File: config.mk
export PLATFORM = sky130hd
export DESIGN_NAME = enc_scan_seq
export DESIGN_NICKNAME = d
export VERILOG_FILES = /design/src/rtl/enc_pkg.sv /design/src/rtl/prio_enc.sv /design/src/rtl/enc_scan_seq.sv
export SDC_FILE = /design/constraint.sdc
export NUM_CORES = 1
export LEC_CHECK = 0
export ABC_AREA = 1
export CORE_MARGIN = 8
export CORE_UTILIZATION = 41
export DETAILED_ROUTE_END_ITERATION = 16
export PLACE_DENSITY = 0.72
export SLEW_MARGIN = 20
export SYNTH_ARGS = -nofsm -noshare
export SYNTH_HDL_FRONTEND = slang
export SYNTH_SLANG_ARGS = --single-unit
File: constraint.sdc
create_clock -name clk -period 1.3 [get_ports clk]
set_input_delay 0.325 -clock clk [delete_from_list [all_inputs] [get_ports clk]]
set_output_delay 0.325 -clock clk [all_outputs]
set_load 0.01 [all_outputs]
File: src/rtl/enc_pkg.sv
// Shared definitions for the sequential set-bit scanner and its priority encoder.
// Latency: n/a (types, constants and an elaboration-time helper only).
// Backpressure: n/a.
package enc_pkg;

    // Scanner FSM: waiting for a vector, or emitting its set-bit indices.
    typedef enum logic {
        IDLE = 1'b0,
        SCAN = 1'b1
    } state_t;

    // Scan-order encodings for the MSB_FIRST parameter.
    localparam int MSB_FIRST_LO = 0;   // lowest set bit first
    localparam int MSB_FIRST_HI = 1;   // highest set bit first

    // Ceiling log2, used to size index outputs at elaboration time.
    function automatic int clog2(input int n);
        int r;
        r = 0;
        while ((1 << r) < n) begin
            r = r + 1;
        end
        return r;
    endfunction

endpackage

File: src/rtl/prio_enc.sv
// Generic WIDTH-to-log2(WIDTH) priority encoder, lowest or highest set bit wins.
// Latency: purely combinational. Backpressure: none (no handshake).
// Ports: vec = request vector; idx = winning bit index (0 when vec is empty);
//        any = at least one bit of vec is set.
module prio_enc
    import enc_pkg::*;
#(
    parameter int  WIDTH     = 8,
    parameter int  MSB_FIRST = MSB_FIRST_LO,
    localparam int IDX_W     = clog2(WIDTH)
) (
    input  logic [WIDTH-1:0] vec,
    output logic [IDX_W-1:0] idx,
    output logic             any
);

    // Later loop iterations override earlier ones, so the loop direction
    // picks which end of the vector has priority.
    always_comb begin
        idx = '0;
        any = |vec;
        if (MSB_FIRST == MSB_FIRST_HI) begin
            for (int i = 0; i < WIDTH; i++) begin
                if (vec[i]) idx = IDX_W'(i);
            end
        end else begin
            for (int i = WIDTH - 1; i >= 0; i--) begin
                if (vec[i]) idx = IDX_W'(i);
            end
        end
    end

endmodule

File: src/rtl/enc_scan_seq.sv
// Accepts a request vector and emits the index of each set bit, one beat per bit.
// Latency: first beat the cycle after the input handshake; K set bits take K+1 cycles.
// Backpressure: out_ready low holds the current beat stable; in_ready is low for the whole scan.
// Ports: clk/rst (sync, active-high); in_valid/in_ready/in_vec input handshake;
//        out_valid/out_ready handshake with out_idx, out_last, out_zero per beat.
module enc_scan_seq
    import enc_pkg::*;
#(
    parameter int  WIDTH     = 8,
    parameter int  MSB_FIRST = MSB_FIRST_LO,
    localparam int IDX_W     = clog2(WIDTH)
) (
    input  logic             clk,
    input  logic             rst,
    input  logic             in_valid,
    output logic             in_ready,
    input  logic [WIDTH-1:0] in_vec,
    output logic             out_valid,
    input  logic             out_ready,
    output logic [IDX_W-1:0] out_idx,
    output logic             out_last,
    output logic             out_zero
);

    localparam logic [WIDTH-1:0] ONE = {{(WIDTH-1){1'b0}}, 1'b1};

    state_t             state_q, state_d;
    logic [WIDTH-1:0]   pending_q, pending_d;
    logic               zero_q, zero_d;

    logic [IDX_W-1:0]   enc_idx;
    logic               enc_any;
    logic               multi;
    logic               last_c;

    prio_enc #(
        .WIDTH     (WIDTH),
        .MSB_FIRST (MSB_FIRST)
    ) u_prio_enc (
        .vec (pending_q),
        .idx (enc_idx),
        .any (enc_any)
    );

    // x & (x-1) strips the lowest set bit; anything left means 2+ bits pending.
    assign multi  = |(pending_q & (pending_q - ONE));
    // An all-zero vector still produces exactly one (final) beat.
    assign last_c = zero_q | (enc_any & ~multi);

    always_comb begin
        state_d   = state_q;
        pending_d = pending_q;
        zero_d    = zero_q;
        in_ready  = 1'b0;
        out_valid = 1'b0;
        out_idx   = '0;
        out_last  = 1'b0;
        out_zero  = 1'b0;
        case (state_q)
            IDLE: begin
                // Not ready while reset is held, even though state is already IDLE.
                in_ready = ~rst;
                if (in_valid) begin
                    pending_d = in_vec;
                    zero_d    = (in_vec == '0);
                    state_d   = SCAN;
                end
            end
            SCAN: begin
                out_valid = 1'b1;
                out_idx   = enc_idx;
                out_last  = last_c;
                out_zero  = zero_q;
                if (out_ready) begin
                    if (last_c) begin
                        state_d   = IDLE;
                        pending_d = '0;
                        zero_d    = 1'b0;
                    end else begin
                        pending_d = pending_q & ~(ONE << enc_idx);
                    end
                end
            end
            default: begin
                state_d = IDLE;
            end
        endcase
    end

    always_ff @(posedge clk) begin
        if (rst) begin
            state_q   <= IDLE;
            pending_q <= '0;
            zero_q    <= 1'b0;
        end else begin
            state_q   <= state_d;
            pending_q <= pending_d;
            zero_q    <= zero_d;
        end
    end

endmodule

==> results.py, run 1 <==
metrics = {
    "pwr": {
        "power_frac_clock": 0.202,
        "net-switching-power_uw": 530.3,
        "leakage_nw": 0.5694,
        "swShare": 0.3825,
        "pwr-share-seq": 0.291,
        "combPwrFrac": 0.506,
        "p_per_area_nw_per_um2": 1175,
        "peakVddDrop_v": 0.0009300,
        "p_int_uw": 856.2,
    },
    "synth": {
        "ys_seq_area_frac": 0.2899,
        "ys_async_sr_fraction": 0,
        "yosysUniqueCellTypes": 19,
        "synth-seq-cells": 10,
        "synth_edf_count": 0,
        "syn_nets": 123,
        "synth_area_um2": 690.7,
        "ys.flop_type": "dfxtp_1",
        "syn_inst": 111,
        "avgSynthCellArea_um2": 6.222,
        "yosysWarnings": 0,
    },
    "clock_network": {
        "cts_tree": "done",
        "htree_levels": 1,
        "cts_hold_buf": 0,
        "numCtsBuffers": 3,
        "clk_path_buf_depth": 2,
        "path_clk_slew_ns": 0.06,
        "clkSinkCount": 10,
        "cts_root_buf": "clkbuf_4",
        "clk_latency_ns": 0.27,
    },
    "sta": {
        "finClkSkew_ns": 0.0005187,
        "rsz0062_at_grt": "yes",
        "hold_viol": 0,
        "min_period_ns": 1.821,
        "slew_headroom": 0.8498,
        "whs_ns": 0.4289,
        "period_share": 1.401,
        "worst-slew-pin-transition_ns": 0.2233,
        "worst_slack_ns": -0.5207,
        "max_freq_mhz": 549.3,
        "slew_viol_final": 0,
        "setup_viol": 11,
    },
    "detailed_routing": {
        "drt_iter0_markers": 33,
        "detail_route.vias_per_cell": 5.471,
        "drtAntennaViolNets": 0,
        "finalWirelength_mm": 2.397,
        "wl_per_cell_um": 13.78,
        "firstDrtPassIters": 4,
        "vias": 952,
        "drc_errors": 0,
    },
    "finish": {
        "fin_area_um2": 1180,
        "most-common-layout-cells": "23 x buf_4, 15 x o21ai_0, 13 x inv_1",
        "final_layout_size_suffix_gt1_frac": 0.4586,
        "nets": 170,
        "area_growth_pct": 70.83,
        "diodes": 0,
        "final_common_cell": "buf_4",
    },
    "setup_path": {
        "cp-end-kind": "output port",
        "crit_start": "pending_q[1]",
        "timing.rr.start": "pending_q[1]",
        "crit_arrival_ns": 1.50,
        "cp_slowest_cell": "dfxtp_4",
        "cp_max_fo": 4,
        "critPathRequiredTime_ns": 0.98,
        "path_common_cell": "nand2_2",
        "cp-start-kind": "register",
        "cpPeakStageDelay_ns": 0.36,
        "path_cells": "nor2_4 -> nand2_2 -> nand2_2 -> o21ai_2 -> nor2_2 -> nand2_4 -> a21oi_4 -> buf_6",
        "path_class": "reg2out",
    },
    "global_routing": {
        "grt_use_total": 0.1361,
        "grt_pass1_wl_mm": 3.684,
        "antenna_found_initial": 0,
        "groute.layer.met1.usage": 0.1456,
        "grt_remaining_overflow": 0,
        "grt_use_met2": 0.2372,
        "grt_pass1_vias": 910,
        "busiest_layer": "met2",
        "grt_max_degree": 10,
        "met3_usage": 0.03769,
    },
    "min_path": {
        "min_from": "rst",
        "hp-class": "in2reg",
    },
    "floorplanning": {
        "io_pins": 19,
        "die_x_um": 57.05,
        "die_h_um": 57.05,
        "rows": 15,
        "start_util": 0.4182,
        "die-area_um2": 3254,
        "core_um2": 1652,
    },
    "place": {
        "place_ws_ns": -0.6505,
        "gp_congestion": 0.9490,
        "hpwl_mm": 1.700,
        "numPortBuffers": 18,
        "place_area_um2": 1049,
    },
    "status": {
        "violations": "negative setup slack",
        "status": "complete, but fails checks",
    },
    "flow_run": {
        "maxCapViolations": 0,
    },
}
-- layer usage --
metal | share of wire | wire [um]
met1 | 0.40 | 968
met2 | 0.50 | 1192
met3 | 0.076 | 181
met4 | 0.023 | 55
met5 | 0 | 0
-- critical path: cells and delay by family (launching register included) --
kind / cells / cell delay [ns]
simple gates: 5 / 0.59
flops: 1 / 0.36
compound gates: 2 / 0.18
buf+inv: 1 / 0.11
-- flip-flops by register name, indices dropped and copies added, names as in the netlist --
signal / flops
zero_q: 1
pending_q: 8
state_q: 1
-- worst paths after layout --
check	end	slack (ns)	cells past startpoint
worst min-delay path	state_q	0.43	3
worst max-delay path	out_last	-0.52	8
worst max register to register	pending_q[4]	-0.22	10
worst min register to register	pending_q[7]	0.54	2
-- through the flow --
| step | std cells | power [mW] | TNS, ns | util |
|---|---|---|---|---|
| 2_1_floorplan | 111 | 0.7156 | -0.09133 | - |
| 3_3_place_gp | 165 | 0.9869 | -3.574 | 0.6348 |
| 3_5_place_dp | 165 | 0.9908 | -3.849 | 0.6348 |
| 4_1_cts | 170 | 1.289 | -1.925 | 0.6682 |
| 5_1_grt | 174 | 1.475 | -3.709 | 0.7144 |
| 6_report | 174 | 1.386 | -2.829 | 0.7144 |
-- area by class of cell --
cell class / count / area [um^2]
clock buffer: 4 / 36.28
fill: 135 / 471.7
inverter: 16 / 60.06
multi-input combinational: 84 / 491.7
sequential: 10 / 221.5
tap: 17 / 21.27
timing repair buffer: 43 / 349.1
-- timing repair --
item	CTS	global route
gates resized for setup	42	22
endpoints found under the setup margin	14	15
pin swaps	7	2
setup buffers	1	4
-- power by group through the flow --
stage	combinational, mW	sequential (mW)	clock [mW]
2_1_floorplan	0.324	0.392	0
3_3_place_gp	0.592	0.395	0
3_5_place_dp	0.594	0.397	0
4_1_cts	0.605	0.396	0.287
5_1_grt	0.762	0.408	0.305
6_report	0.702	0.404	0.281
-- kinds of logic after synthesis --
logic type | Yosys count | synth area share
AOI/OAI and AO/OA | 32 | 0.2373
buffers and inverters | 17 | 0.09420
DFF | 10 | 0.2899
and+or+nand+nor | 52 | 0.3786
-- Yosys cell counts (7+ instances only) --
master,n,area share
nand4_1,7,0.063
o21ai_0,16,0.12
dfxtp_1,10,0.29
a21oi_1,13,0.094
nand2_1,16,0.087
inv_1,14,0.076
nor2_1,16,0.087
Power figures use the tool's default switching activity.
==> inputs of run 2 (changes only) <==
CORE_UTILIZATION = 49   (was 41)
PLACE_DENSITY = 0.8   (was 0.72)
clock period = 2.2 ns   (was 1.3 ns; I/O delays follow)
==> run 2 against run 1 <==
The run now ends clean. Largest cell class unchanged. Utilization shrank 0.78 points. Setup slack gained 0.65 ns. Clock-buffer cell count shrank 1. Flip-flop and latch count is the same. Cell count shrank 14%. Critical path depth is the same. First-iteration DRC count is the same. Global-route usage grew 1.7 points. Sequential share of layout area grew 2.7 points. Highest routed layer unchanged. Non-clock buffer count shrank 21.
==> results.py, run 2 (same netlist as run 1, synthesis figures left out) <==
metrics = {
    "status": {
        "status": "complete, no violations",
    },
    "sta": {
        "slew_headroom": 0.8244,
        "whs_ns": 0.5033,
        "setup_viol": 0,
        "worst_slack_ns": 0.1319,
        "finClkSkew_ns": 0.0008310,
        "rsz0062_at_grt": "no",
        "slew_viol_final": 0,
        "hold_viol": 0,
        "min_period_ns": 2.068,
        "max_freq_mhz": 483.5,
        "tns_ns": 0,
        "period_share": 0.9401,
        "worst-slew-pin-transition_ns": 0.2631,
    },
    "detailed_routing": {
        "wl_met2_um": 828,
        "drt_iter0_markers": 33,
        "highest_layer": "met4",
        "finalWirelength_mm": 1.927,
        "wl_met3_um": 220,
        "vias": 813,
        "drc_errors": 0,
        "drtAntennaViolNets": 0,
        "detail_route.vias_per_cell": 5.420,
        "wl_per_cell_um": 12.85,
        "firstDrtPassIters": 4,
        "m1WireLength_um": 852,
    },
    "setup_path": {
        "cp-start-kind": "register",
        "worst-path-buf-inv": 1,
        "reg2reg_to": "pending_q[5]",
        "reg2reg_slack_ns": 0.79,
        "cp_slowest_cell": "dfxtp_1",
        "path_cells": "nor2_4 -> nand2_4 -> nand2_1 -> nand2_1 -> nor2_2 -> nand2_4 -> a21oi_1 -> clkbuf_2",
        "crit_arrival_ns": 1.52,
        "path_class": "reg2out",
        "cpPeakStageDelay_ns": 0.36,
        "critPathRequiredTime_ns": 1.65,
        "cp_max_fo": 6,
        "timing.rr.start": "pending_q[0]",
        "cp-end-kind": "output port",
        "crit_start": "pending_q[0]",
        "r2r_cells": 9,
        "cpLargestDelayFamily": "simple AND/OR/NAND/NOR gates",
    },
    "pwr": {
        "peakVddDrop_v": 0.0004358,
        "net-switching-power_uw": 252.8,
        "leakage_nw": 0.4485,
        "swShare": 0.3951,
        "p_total_uw": 639.7,
        "combPwrFrac": 0.446,
        "p_per_area_nw_per_um2": 687.2,
        "p_int_uw": 386.9,
        "power_frac_clock": 0.190,
        "pwr-share-seq": 0.364,
    },
    "floorplanning": {
        "rows": 13,
        "die_h_um": 53.55,
        "core_um2": 1318,
        "io_pins": 19,
        "die-area_um2": 2867,
        "start_util": 0.5242,
        "die_x_um": 53.55,
    },
    "clock_network": {
        "clk_latency_ns": 0.26,
        "cts_hold_buf": 0,
        "path_clk_slew_ns": 0.06,
        "htree_levels": 1,
        "clkSinkCount": 10,
        "cts_root_buf": "clkbuf_4",
        "clk_path_buf_depth": 2,
        "numCtsBuffers": 3,
        "cts_tree": "done",
    },
    "min_path": {
        "hp-class": "reg2reg",
        "holdPathEnd": "zero_q",
        "min_from": "zero_q",
        "hold_depth": 2,
    },
    "finish": {
        "most-common-layout-cells": "16 x nor2_1, 16 x o21ai_0, 16 x nand2_1",
        "top_register": "pending_q",
        "area_growth_pct": 34.78,
        "largestRegisters": "pending_q (8), state_q (1), zero_q (1)",
        "diodes": 0,
        "nets": 149,
        "largest_reg_flops": 8,
        "n_fill_cell": 126,
        "final_layout_size_suffix_gt1_frac": 0.1333,
    },
    "global_routing": {
        "grt_pass1_vias": 788,
        "grt_pass1_wl_mm": 3.346,
        "grt_use_total": 0.1534,
        "grt_remaining_overflow": 0,
        "antenna_found_initial": 0,
        "grt_max_degree": 14,
    },
    "place": {
        "gp_congestion": 0.9002,
        "hpwl_mm": 1.539,
        "numPortBuffers": 18,
        "place_ws_ns": 0.006062,
    },
    "flow_run": {
        "maxCapViolations": 0,
    },
}
run 2: layer usage:
metal	up-vias	track usage
li1	423	-
met3	4	0.04959
met4	0	0.07563
met2	51	0.2285
met1	335	0.1941
met5	-	0
run 2: power by group through the flow:
stage / clock network (mW) / registers, mW / logic (mW)
2_1_floorplan: 0 / 0.232 / 0.183
3_3_place_gp: 0 / 0.235 / 0.289
4_1_cts: 0.125 / 0.232 / 0.288
6_report: 0.121 / 0.233 / 0.285
3_5_place_dp: 0 / 0.236 / 0.293
5_1_grt: 0.135 / 0.236 / 0.322
run 2: worst max-delay path by stage:
stage            endpoint  slack, ns  cells after the start
3_5_place_dp     out_last      0.006                      8
6_report         out_last       0.13                      8
3_3_place_gp     out_last       0.04                      8
4_1_cts          out_last       0.01                      8
5_1_grt        out_idx[0]       0.01                      7
2_1_floorplan    out_last       0.51                      7
run 2: cell type report:
type	count	area (um^2)	area share
multi-input cells	84	425.4	0.4570
flip-flops and latches	10	200.2	0.2151
well taps	15	18.77	0.02016
repair buffers	22	203.9	0.2191
clock buffers	3	22.52	0.02419
inverters	16	60.06	0.06452
run 2: worst reg2reg max path, stage by stage, from the launching register on:
cell and delay, ns:
dfxtp_1 0.36, nor2_4 0.18, nand2_4 0.09, nand2_1 0.08, nand2_1 0.07, nor2_2 0.15
nand2_4 0.06, buf_4 0.16, nand4_1 0.08, a21oi_1 0.07
run 2: through the flow:
stage | cell area [um^2] | std cells | utilization
after floorplan | 690.7 | 111 | -
after global placement | 914.6 | 147 | 0.6942
after detailed placement | 914.6 | 147 | 0.6942
after CTS | 933.4 | 150 | 0.7085
after global routing | 930.9 | 150 | 0.7066
final | 930.9 | 150 | 0.7066
run 2: timing repair:
item	4_1_cts	5_1_grt
endpoints found under the setup margin	4	2
resized for setup	5	2
setup buffers	0	0
